## config.mk

```make
export PLATFORM = sky130hd
export DESIGN_NAME = dbg_mem_seq
export DESIGN_NICKNAME = d
export VERILOG_FILES = /design/src/rtl/dbg_mem_seq.sv
export SDC_FILE = /design/constraint.sdc
export NUM_CORES = 1
export LEC_CHECK = 0
export ABC_CLOCK_PERIOD_IN_PS = 1450
export BUFFER_PORTS_ARGS = -buffer_cell sky130_fd_sc_hd__buf_4
export CAP_MARGIN = 20
export CORE_ASPECT_RATIO = 1.4
export CORE_MARGIN = 2
export CORE_UTILIZATION = 40
export DETAILED_ROUTE_END_ITERATION = 7
export PLACE_DENSITY = 0.74
export SYNTH_ARGS = -nofsm -noshare
export SYNTH_HDL_FRONTEND = slang
export SYNTH_SLANG_ARGS = --single-unit
```

## constraint.sdc

```tcl
create_clock -name clk -period 1.45 [get_ports clk]
set_input_delay 0.145 -clock clk [delete_from_list [all_inputs] [get_ports clk]]
set_output_delay 0.145 -clock clk [all_outputs]
set_load 0.01 [all_outputs]
```

## src/rtl/dbg_mem_seq.sv

```systemverilog
// Debug-side sequencer for the system RAM debug port: single/burst byte reads and writes.
// Define DBG_MEM_BURST_EN to honour cmd_len; otherwise every command moves exactly one byte.
module dbg_mem_seq (
  input  logic        clk,
  input  logic        rst_n,
  input  logic        cmd_valid,
  output logic        cmd_ready,
  input  logic        cmd_write,
  input  logic [15:0] cmd_addr,
  input  logic [7:0]  cmd_len,
  input  logic        wr_valid,
  output logic        wr_ready,
  input  logic [7:0]  wr_data,
  output logic        rd_valid,
  input  logic        rd_ready,
  output logic [7:0]  rd_data,
  output logic        busy,
  output logic        range_err,
  output logic        dbg_mem_op,
  output logic        dbg_mem_clk,
  output logic [15:0] dbg_addr,
  output logic [7:0]  dbg_data_in,
  output logic        dbg_RW,
  input  logic [7:0]  dbg_data_out
);

  typedef enum logic [2:0] {IDLE, WAIT_WD, SETUP, PULSE, LATCH, RD_HOLD} state_e;

  state_e      state_q, state_d;
  logic        cmd_ready_q, cmd_ready_d;
  logic        wr_ready_q, wr_ready_d;
  logic        rd_valid_q, rd_valid_d;
  logic        busy_q, busy_d;
  logic        mem_op_q, mem_op_d;
  logic        mem_clk_q, mem_clk_d;
  logic [7:0]  rd_data_q, rd_data_d;
  logic        range_err_q, range_err_d;
  logic [15:0] addr_q, addr_d;
  logic [7:0]  data_in_q, data_in_d;
  logic        rw_q, rw_d;
  logic        last;
  logic        advance;

`ifdef DBG_MEM_BURST_EN
  logic [7:0] count_q, count_d;
  assign last = (count_q == '0);
`else
  logic unused_len;
  assign unused_len = ^cmd_len;
  assign last = 1'b1;
`endif

  // Output flops are loaded from the next state so every port is a clean register.
  always_ff @(posedge clk or negedge rst_n) begin
    if (!rst_n) begin
      state_q     <= IDLE;
      cmd_ready_q <= 1'b1;
      wr_ready_q  <= 1'b0;
      rd_valid_q  <= 1'b0;
      busy_q      <= 1'b0;
      mem_op_q    <= 1'b0;
      mem_clk_q   <= 1'b0;
      rd_data_q   <= '0;
      range_err_q <= 1'b0;
      addr_q      <= '0;
      data_in_q   <= '0;
      rw_q        <= 1'b1;
`ifdef DBG_MEM_BURST_EN
      count_q     <= '0;
`endif
    end else begin
      state_q     <= state_d;
      cmd_ready_q <= cmd_ready_d;
      wr_ready_q  <= wr_ready_d;
      rd_valid_q  <= rd_valid_d;
      busy_q      <= busy_d;
      mem_op_q    <= mem_op_d;
      mem_clk_q   <= mem_clk_d;
      rd_data_q   <= rd_data_d;
      range_err_q <= range_err_d;
      addr_q      <= addr_d;
      data_in_q   <= data_in_d;
      rw_q        <= rw_d;
`ifdef DBG_MEM_BURST_EN
      count_q     <= count_d;
`endif
    end
  end

  always_comb begin
    state_d = state_q;
    unique case (state_q)
      IDLE:    if (cmd_valid) state_d = cmd_write ? WAIT_WD : SETUP;
      WAIT_WD: if (wr_valid) state_d = SETUP;
      SETUP:   state_d = PULSE;
      PULSE:   state_d = rw_q ? LATCH : (last ? IDLE : WAIT_WD);
      LATCH:   state_d = RD_HOLD;
      RD_HOLD: if (rd_ready) state_d = last ? IDLE : SETUP;
      default: state_d = IDLE;
    endcase
  end

  assign advance = !last && (((state_q == PULSE) && !rw_q) ||
                             ((state_q == RD_HOLD) && rd_ready));

  always_comb begin
    cmd_ready_d = (state_d == IDLE);
    wr_ready_d  = (state_d == WAIT_WD);
    rd_valid_d  = (state_d == RD_HOLD);
    busy_d      = (state_d != IDLE);
    mem_op_d    = (state_d == SETUP) || (state_d == PULSE) || (state_d == LATCH);
    mem_clk_d   = (state_d == PULSE);
    rd_data_d   = rd_data_q;
    range_err_d = range_err_q;
    addr_d      = addr_q;
    data_in_d   = data_in_q;
    rw_d        = rw_q;
`ifdef DBG_MEM_BURST_EN
    count_d     = count_q;
`endif
    if ((state_q == IDLE) && cmd_valid) begin
      addr_d      = cmd_addr;
      rw_d        = ~cmd_write;
      range_err_d = 1'b0;
`ifdef DBG_MEM_BURST_EN
      count_d     = cmd_len;
`endif
    end
    if ((state_q == WAIT_WD) && wr_valid) data_in_d = wr_data;
    if ((state_q == SETUP) && addr_q[15]) range_err_d = 1'b1;
    // Upper half of the address space deselects the RAM, so its bus floats.
    if (state_q == LATCH) rd_data_d = addr_q[15] ? 8'hFF : dbg_data_out;
    if (advance) begin
      addr_d  = addr_q + 16'd1;
`ifdef DBG_MEM_BURST_EN
      count_d = count_q - 8'd1;
`endif
    end
  end

  assign cmd_ready   = cmd_ready_q;
  assign wr_ready    = wr_ready_q;
  assign rd_valid    = rd_valid_q;
  assign busy        = busy_q;
  assign dbg_mem_op  = mem_op_q;
  assign dbg_mem_clk = mem_clk_q;
  assign rd_data     = rd_data_q;
  assign range_err   = range_err_q;
  assign dbg_addr    = addr_q;
  assign dbg_data_in = data_in_q;
  assign dbg_RW      = rw_q;

endmodule
```

* Yosys cells after proc, flatten, opt, wreduce, memory -nomap -nowiden
Index checks and enable logic that the tools add are counted.
Operators by class: eq/ne operators 10, multiplexer cells 9, bitwise gates (word level) 1, reduce and logical (&&, ||, !) cells 9
Operators with widths (number):
- case mux 3 bit (6 select lines) | 1
- equality test 3 x 2 -> 1 bit, second input constant | 4
- equality test 3 bit, second input constant | 4
- 2-to-1 mux 3 bit | 4
- 2-to-1 mux 8 bit | 1
- equality test 3 x 1 -> 1 bit, second input constant | 2
- logical NOT 3 bit | 2
- logical AND 1 bit | 3
- nonzero test 3 bit | 1
- logical OR 1 bit | 2
- 2-to-1 mux 1 bit | 2
- 2-to-1 mux 2 bit | 1
- nonzero test 2 bit | 1
- inverter 1 bit | 1
Word-level totals: register bits after elaboration 43, output and inout bits 40

* Longest topological paths before layout
Gate-level depths: netlist (run 1).
depth after elaboration 6, mapped depth 5

* Worst setup path after synthesis (run 1)
No wires, ideal clock.
path kind register -> register, start point register state_q[2], end point register addr_q[10] (netlist: dbg_addr[10]), library setup time 0.117 ns, data arrival time 1.345 ns, path slack -0.012 ns, cell stages (with the launch flop) 6, buffers on the path 2, clock period less this slack 1.462 ns, cell sequence dfrtp_1 > or4b_1 > buf_4 > buf_6 > nand2_1 > nand2_1
On the way: word-level cells in the longest chain between the ends 2
RTL lines:
- start: declaration | line 29 | state_e state_q, state_d;
- start signal: assignment | line 72 | state_q <= state_d;
- logical NOT 3 bit | line 121 | if ((state_q == IDLE) && cmd_valid) begin
- logical AND 1 bit | line 121
- end signal: assignment | line 81 | addr_q <= addr_d;
- end: declaration | line 38 | logic [15:0] addr_q, addr_d;
Every way passes these cells. A chain may end at the register's enable or synchronous reset.

* Worst setup path in the final report (run 1)
start point register state_q[0], end point register range_err_q (netlist: range_err)
On the way: word-level cells in the longest chain between the ends 3
RTL lines:
- equality test 3 x 2 -> 1 bit or logical NOT 3 bit (tied branches) | line 130, 121
- logical AND 1 bit, on equally long branches | line 130, 121
- 2-to-1 mux 1 bit or nonzero test 2 bit (tied branches)
- end signal: assignment | line 80 | range_err_q <= range_err_d;
- end: declaration | line 37 | logic range_err_q, range_err_d;
Parallel ways exist; a longest one is shown, timed or not.

==> out/results.txt, run 1 <==
synthesized flop and latch total: 43
max-slew violations: 0
Antenna Nets Post-Route: 0
Post-synth EDFFs: 0
Yosys warning count: 0
Layout area overhead: 49.50%
Reg2Reg Depth: 3
fin nets: 300
largest net degree at the start of global routing: 44
PwrDens: 2202 nW/µm²
CTS buffer count: 5
worst reg2reg startpoint: state_q[0]
count leader, synth: nand2_1
Mapped Cells: 163
unrepaired setup endpoints after global routing: true
Worst setup EP type: flop
CP Class: flop to flop
sequential-to-total area share from yosys stat: 0.6219
setup slack, reg-to-reg: 0.05 ns
clock sink count: 43
initial antenna violation count: 0
Worst-Margin Slew: 0.5318 ns
syn avg cell area: 10.64 µm²
async set-reset flop share out of synthesis: 1.000
dpl hpwl: 2611 µm
hold_ws: 0.02683 ns
CTS tree: done
Chip Width: 59.65 µm
Die Ht: 81.91 µm
vias in the first global route: 1,287
CP startpoint kind: flop
post-DR vias/cell: 4.697
relative slew slack: 0.6455
Worst R2R End: range_err
Cell Area, Synth: 1734 µm²
Max Freq: 713.4 MHz
Pre-antenna DRT Iters: 3
via count: 1,409
grt total ovfl: 0
critical path fanouts, max: 4
total routed wirelength: 3570 µm
Unique masters post-synth: 26
worst vdd ir: 1.020 mV
total power: 5.708 mW
Crit. Startpoint: state_q[0]
H-tree depth: 2
Total GRT Usage: 0.1534
skew final: 0.004624 ns
final cell count without fillers: 300
clk root buf: clkbuf_8
Clk pin slew, worst setup/hold paths: 0.07 ns
status: completed
core area: 4204 µm²
maximum capacitance violations: 0
Hold Crit Class: input port to flop
number of hold violations in the final report: 0
crit path to: range_err
mean routed wirelength per cell: 11.90 µm
Main synth FF type: dfrtp_1
Cell Rows: 28
I/O Pins: 86
CP Data Required Time: 1.63 ns
synth top area cells: dfrtp_1 (59%), nand2_1 (11%), mux2_2 (5.8%), nor2_1 (4.3%), a21oi_1 (3.5%)
Port Buffers: 77
Synth area leader: dfrtp_1
GPL Wtd Cong: 0.8770
# setup viols final: 0
first-pass GRT wire length: 5609 µm
Yosys top cell area share: 0.5916
Arrival @ worst endpoint: 1.58 ns
Tmin final: 1.402 ns
Post-synth top cells: nand2_1 (51), dfrtp_1 (41), nor2_1 (20), a21oi_1 (12), mux2_2 (9)
initial core utilization: 0.4125
placed cell count: 290
share of layout cells above drive strength 1: 0.4627
die footprint: 4886 µm²
LEAKAGE: 1.313 nW
Ant. Diodes: 0
clk buf depth: 2
Syn Nets: 209
drc violations: 0
clock insertion delay at the later pin of the skew report: 0.29 ns
period utilization: 0.9668
Iteration-0 DRC Markers: 22
flip-flops by register name, summed over array words and instances, names as in the netlist:
signal       flops
cmd_ready        1
dbg_addr        16
busy             1
state_q          3
dbg_data_in      8
wr_ready         1
rd_data          8
dbg_RW           1
rd_valid         1
dbg_mem_clk      1
range_err        1
dbg_mem_op       1
final cells by class:
cell class	instances	area (µm²)
Fill cell	369	1612
Tap cell	45	56.30
Clock inverter	1	30.03
Timing Repair Buffer	92	733.2
Clock buffer	7	76.32
Sequential cell	43	1081
Multi-Input combinational cell	112	615.6
metrics by stage:
step                utilization  setup slack (ns)  setup TNS, ns  area, µm²
floorplan                     -           0.03270              0       1739
global placement         0.5804          0.003111              0       2440
detailed placement       0.5804         -0.003643      -0.006555       2440
CTS                      0.6098          0.006255              0       2564
global route             0.6167         0.0004550              0       2592
finish                   0.6167           0.04820              0       2592
layout by cell type, fill, tap and decap left out:
| master | count |
|---|---|
| nor2_1 | 20 |
| nor2b_1 | 1 |
| nor4b_4 | 1 |
| nand2b_1 | 2 |
| dfrtp_2 | 2 |
| dfrtp_1 | 39 |
| o21ai_0 | 2 |
| a22o_1 | 1 |
| o21bai_1 | 2 |
| or4b_4 | 1 |
| clkbuf_8 | 5 |
| or2_2 | 1 |
| buf_12 | 2 |
| a21oi_1 | 12 |
| nor2b_2 | 1 |
| dfstp_2 | 2 |
| mux2_2 | 9 |
| nand3b_1 | 1 |
| buf_8 | 1 |
| nand2_1 | 51 |
| o221ai_2 | 1 |
| nor3b_2 | 1 |
| buf_6 | 2 |
| o221a_2 | 1 |
| nor3_4 | 1 |
| and3b_1 | 1 |
| dlygate4sd3_1 | 1 |
| buf_4 | 86 |
| clkbuf_1 | 2 |
| bufinv_16 | 1 |
| nor4_1 | 1 |
| nor3_1 | 1 |
worst max-delay path, stage by stage (launching register included):
cell and delay [ns]:
dfrtp_2 0.44, or4b_4 0.54, buf_4 0.15, a22o_1 0.16
power breakdown:
group,switching (mW),internal [mW]
sequential,0.343,1.79
combinational,1.20,1.49
clock,0.370,0.515
total,1.91,3.80
worst min-delay path by stage:
stage | from | end | slack, ns | cells past startpoint
after floorplan | rst_n | busy | -0.15 | 0
after global placement | rst_n | dbg_addr[1] | 0.17 | 1
after detailed placement | rst_n | dbg_addr[1] | 0.17 | 1
after CTS | cmd_write | dbg_RW | 0.02 | 2
after global routing | cmd_addr[8] | dbg_addr[8] | 0.03 | 3
final | cmd_write | dbg_RW | 0.03 | 2
metal layers:
layer,track usage,routed length (µm),vias up
met4,0.06667,61,0
met5,0,0,-
li1,-,-,713
met1,0.1672,1389,640
met3,0.03780,222,6
met2,0.2750,1896,50
cells by family (layout without fill, tap and decap cells):
| family | Yosys count | in the layout | share of synthesized area |
|---|---|---|---|
| buffers and inverters | 8 | 100 | 0.03030 |
| muxes | 9 | 9 | 0.05844 |
| and+or+nand+nor | 84 | 84 | 0.2237 |
| DFF | 43 | 43 | 0.6219 |
| AOI/OAI and AO/OA | 19 | 19 | 0.06566 |
timing repair:
action	CTS	global route
endpoints found under the setup margin	7	19
buffers inserted	1	1
hold buffers	1	0
resized for setup	0	8
pin swaps	0	2
endpoints found under the hold margin	41	0
Note: power is estimated with default switching activity, not from simulation.
==> inputs of run 2 (changes only) <==
--- a/config.mk
+++ b/config.mk
@@ -5,13 +5,14 @@
 export SDC_FILE = /design/constraint.sdc
 export NUM_CORES = 1
 export LEC_CHECK = 0
-export ABC_CLOCK_PERIOD_IN_PS = 1450
+export ABC_CLOCK_PERIOD_IN_PS = 1100
 export BUFFER_PORTS_ARGS = -buffer_cell sky130_fd_sc_hd__buf_4
 export CAP_MARGIN = 20
 export CORE_ASPECT_RATIO = 1.4
 export CORE_MARGIN = 2
 export CORE_UTILIZATION = 40
 export DETAILED_ROUTE_END_ITERATION = 7
+export GPL_TIMING_DRIVEN = 0
 export PLACE_DENSITY = 0.74
 export SYNTH_ARGS = -nofsm -noshare
 export SYNTH_HDL_FRONTEND = slang
==> constraint.sdc (replaced) <==
create_clock -name clk -period 1.1 [get_ports clk]
set_input_delay 0.11 -clock clk [delete_from_list [all_inputs] [get_ports clk]]
set_output_delay 0.11 -clock clk [all_outputs]
set_load 0.01 [all_outputs]
==> out/results.txt, run 2 (synthesis results as in run 1) <==
status: complete, but fails checks
failing checks: setup timing
H-tree depth: 2
Hold Crit Depth: 3
Reg2Reg Depth: 4
max-slew violations: 0
Max Freq: 710.6 MHz
worst vdd ir: 1.471 mV
Internal Power: 5.269 mW
first-pass GRT wire length: 6596 µm
commonest non-fill, non-tap cell in the layout: buf_4
Worst R2R End: dbg_addr[12]
most frequent cells in the layout: buf_4 (87), nand2_1 (49), dfrtp_1 (40)
clock insertion delay at the later pin of the skew report: 0.29 ns
Pre-antenna DRT Iters: 4
Clk pwr share: 0.124
crit-path most repeated cell: nand2_1
share of layout cells above drive strength 1: 0.5597
final instance area: 2839 µm²
Clk pin slew, worst setup/hold paths: 0.08 ns
Ant. Diodes: 0
period utilization: 1.279
die footprint: 4886 µm²
Die Ht: 81.91 µm
Tmin final: 1.407 ns
PwrDens: 2883 nW/µm²
via count: 1,535
post-layout util: 0.6753
total routed wirelength: 4300 µm
post-DR vias/cell: 4.904
Net Sw Power: 2.916 mW
max reg flops: 16
Sw Share: 0.3563
fin nets: 313
setup slack, reg-to-reg: -0.31 ns
HP Start: cmd_addr[14]
GPL Wtd Cong: 0.7848
Flop pwr share: 0.345
grt total ovfl: 0
skew final: 0.01085 ns
initial core utilization: 0.4125
Iteration-0 DRC Markers: 42
Post-DP Area: 2392 µm²
maximum capacitance violations: 0
Worst setup EP type: flop
CTS buffer count: 5
number of hold violations in the final report: 0
relative slew slack: 0.6480
delay-heaviest family, CP: simple AND/OR/NAND/NOR gates
LEAKAGE: 1.427 nW
hold_ws: 0.005009 ns
Total GRT Usage: 0.1803
# setup viols final: 40
clock sink count: 43
CP Class: flop to flop
Worst-Margin Slew: 0.5280 ns
critical-path cell with the highest stage delay: or4b_4
CP startpoint kind: flop
largest net degree at the start of global routing: 44
core area: 4204 µm²
drc violations: 0
clk buf depth: 2
unrepaired setup endpoints after global routing: true
Critical path buffers and inverters: 1
CTS tree: done
Hold Crit Class: input port to flop
Cell Rows: 28
CP Data Required Time: 1.29 ns
CP cell instances: or4b_4 > buf_6 > nand2_1 > nand2_1
mean routed wirelength per cell: 13.74 µm
Antenna Nets Post-Route: 0
Arrival @ worst endpoint: 1.60 ns
Port Buffers: 77
dpl hpwl: 2706 µm
Hold EP: dbg_addr[14]
clk root buf: clkbuf_8
Setup WS pre-CTS: -0.5053 ns
worst reg2reg startpoint: state_q[1]
initial antenna violation count: 0
I/O Pins: 86
Gate power share: 0.531
Chip Width: 59.65 µm
critical path fanouts, max: 10
total power: 8.186 mW
max incr delay on CP: 0.60 ns
vias in the first global route: 1,467
Final Worst Setup Slack: -0.3073 ns
Layout area overhead: 63.71%
run 2: worst min-delay path, stage by stage:
cell	delay, ns
buf_4	0.07
nand2_1	0.04
nand2_1	0.05
run 2: power groups by stage:
| stage | logic, mW | clock network (mW) | registers (mW) |
|---|---|---|---|
| final | 4.35 | 1.01 | 2.83 |
| after global routing | 4.72 | 1.11 | 2.93 |
| after CTS | 4.05 | 1.04 | 2.80 |
| after detailed placement | 3.32 | 0 | 2.82 |
| after global placement | 3.24 | 0 | 2.81 |
| after floorplan | 1.47 | 0 | 3.12 |
run 2: metrics by stage:
stage | TNS [ns] | instances
2_1_floorplan | -8.672 | 163
5_1_grt | -12.52 | 313
3_3_place_gp | -12.41 | 285
4_1_cts | -9.962 | 309
6_report | -10.71 | 313
3_5_place_dp | -13.09 | 285
run 2: metal layers:
layer	routed length, µm	global-route usage	share of wire	vias to the layer above
li1	-	-	-	740
met4	64	0.06889	0.015	0
met1	1590	0.2045	0.37	727
met2	2370	0.3185	0.55	62
met3	275	0.04567	0.064	6
met5	0	0	0	-
run 2: how the worst max path moves through the flow:
stage | from | depth (start not counted) | to | slack (ns)
global placement | state_q[0] | 4 | dbg_data_in[2] | -0.49
CTS | state_q[1] | 4 | dbg_addr[12] | -0.29
finish | state_q[1] | 4 | dbg_addr[12] | -0.31
detailed placement | state_q[0] | 4 | dbg_data_in[4] | -0.51
global route | state_q[1] | 4 | dbg_addr[15] | -0.37
floorplan | state_q[0] | 5 | dbg_addr[10] | -0.31
run 2: area by class of cell:
type,count,area (µm²)
multi-input combinational,112,763.2
sequential,43,1080
buffer,7,62.56
fill,360,1365
clock inverter,1,5.005
tap,45,56.30
timing repair buffer,98,785.8
clock buffer,7,86.33
run 2: timing repair:
item | CTS | global route
hold buffers | 2 | 1
setup buffers | 14 | 4
gates resized for setup | 30 | 22
endpoints found under the hold margin | 42 | 1
cloned | 1 | 0
pin swaps | 7 | 4
endpoints found under the setup margin | 42 | 44
==> inputs of run 3 (changes only) <==
--- a/config.mk
+++ b/config.mk
@@ -9,7 +9,6 @@
 export BUFFER_PORTS_ARGS = -buffer_cell sky130_fd_sc_hd__buf_4
 export CAP_MARGIN = 20
 export CORE_ASPECT_RATIO = 1.4
-export CORE_MARGIN = 2
 export CORE_UTILIZATION = 40
 export DETAILED_ROUTE_END_ITERATION = 7
 export GPL_TIMING_DRIVEN = 0
==> out/results.txt, run 3 (synthesis results as in run 1) <==
status: complete, but fails checks
failing checks: DRC, setup timing
number of hold violations in the final report: 0
Max Freq: 677.1 MHz
Worst setup EP type: flop
most frequent cells in the layout: buf_4 (82), dfrtp_1 (39), nand2_1 (28)
initial core utilization: 0.4125
period utilization: 1.343
Cell Rows: 28
largest net degree at the start of global routing: 44
Ant. Diodes: 0
Hold EP: dbg_addr[7]
total power: 9.505 mW
Hold Crit Depth: 3
Pre-antenna DRT Iters: 6
Tmin final: 1.477 ns
Arrival @ worst endpoint: 1.66 ns
clk root buf: clkbuf_8
relative slew slack: 0.6528
first-pass GRT wire length: 7017 µm
CTS tree: done
critical path fanouts, max: 7
Total GRT Usage: 0.2013
post-DR vias/cell: 4.959
die footprint: 4607 µm²
vias in the first global route: 1,557
CP startpoint kind: flop
initial antenna violation count: 0
fin nets: 315
Layout area overhead: 79.80%
CTS buffer count: 5
Iteration-0 DRC Markers: 71
Reg2Reg Depth: 4
skew final: 0.009049 ns
GPL Wtd Cong: 0.7801
grt total ovfl: 0
Worst-Margin Slew: 0.5208 ns
H-tree depth: 2
commonest non-fill, non-tap cell in the layout: buf_4
Setup WS pre-CTS: -0.5294 ns
total routed wirelength: 4601 µm
worst reg2reg startpoint: state_q[0]
I/O Pins: 86
share of layout cells above drive strength 1: 0.6778
clock sink count: 43
core area: 4204 µm²
CP Data Required Time: 1.29 ns
clk buf depth: 2
PwrDens: 3049 nW/µm²
drc violations: 7
via count: 1,562
Hold Crit Class: input port to flop
Die Ht: 79.91 µm
# setup viols final: 41
HP Start: cmd_addr[7]
Antenna Nets Post-Route: 0
Port Buffers: 77
worst vdd ir: 1.636 mV
post-layout util: 0.7417
LEAKAGE: 1.513 nW
setup slack, reg-to-reg: -0.38 ns
Clk pin slew, worst setup/hold paths: 0.08 ns
max-slew violations: 0
clock insertion delay at the later pin of the skew report: 0.29 ns
unrepaired setup endpoints after global routing: true
Crit. Startpoint: state_q[0]
Worst R2R End: dbg_addr[14]
Final Worst Setup Slack: -0.3769 ns
maximum capacitance violations: 0
Chip Width: 57.65 µm
max reg flops: 16
CP Class: flop to flop
dpl hpwl: 2484 µm
mean routed wirelength per cell: 14.61 µm
## run 3: changes by cell type in the layout (fill, tap and decap cells not counted), moves of 2 or more
| cell | change |
|---|---|
| nand2_2 | +14 |
| bufinv_16 | +2 |
| a21oi_2 | +2 |
| nor2_1 | -4 |
| nor2_4 | +3 |
| nand2b_1 | -2 |
| buf_4 | -5 |
| buf_8 | +4 |
| nand2b_4 | +2 |
| nand2_4 | +7 |
| nand2_1 | -21 |
| a21oi_1 | -2 |
## run 3: layer usage
| metal | wire length [µm] | vias to the layer above | GRT usage |
|---|---|---|---|
| met5 | 0 | - | 0 |
| met4 | 90 | 0 | 0.06667 |
| met3 | 235 | 9 | 0.04214 |
| met2 | 2544 | 60 | 0.3791 |
| met1 | 1731 | 749 | 0.2197 |
| li1 | - | 744 | - |
## run 3: power breakdown
| part | leakage (nW) | switching (mW) | internal, mW |
|---|---|---|---|
| Clock | 0.0654 | 0.524 | 0.907 |
| Combinational | 0.938 | 2.29 | 2.87 |
| Sequential | 0.509 | 0.554 | 2.37 |
## run 3: cell type report
class                      instances  area, µm²
buffer                             7      77.57
timing repair buffer             100      854.6
tap                               45      56.30
sequential                        43       1081
clock buffer                       6      72.57
multi-input combinational        112      915.9
clock inverter                     2      60.06
fill                             295       1086
## run 3: worst max path at each step
stage	slack [ns]	endpoint
2_1_floorplan	-0.31	dbg_addr[10]
3_3_place_gp	-0.50	dbg_data_in[0]
3_5_place_dp	-0.53	dbg_data_in[2]
4_1_cts	-0.35	dbg_addr[10]
5_1_grt	-0.41	dbg_addr[14]
6_report	-0.38	dbg_addr[14]
## run 3: worst max-delay path, cell delays in order, from the launching register on
cell and delay [ns]:
dfrtp_2 0.44, or4b_4 0.65, buf_8 0.19, nand2_4 0.05, nand2_2 0.05
## run 3: timing repair
item | in CTS | in global routing
hold endpoints to repair | 44 | 0
setup endpoints to repair | 43 | 44
resized for setup | 61 | 46
hold buffers | 4 | 0
setup buffers | 15 | 2
pin swaps | 25 | 16
cloned | 2 | 0
## run 3: stage by stage
stage | hold WS (ns) | instance area [µm²] | TNS (ns) | cells
after floorplan | -0.1856 | 1758 | -8.672 | 163
after global placement | 0.1245 | 2392 | -12.42 | 285
after detailed placement | 0.1323 | 2392 | -13.19 | 285
after CTS | 0.0006908 | 2948 | -11.38 | 314
after global routing | 0.01412 | 3118 | -14.45 | 315
final | 0.008240 | 3118 | -12.59 | 315
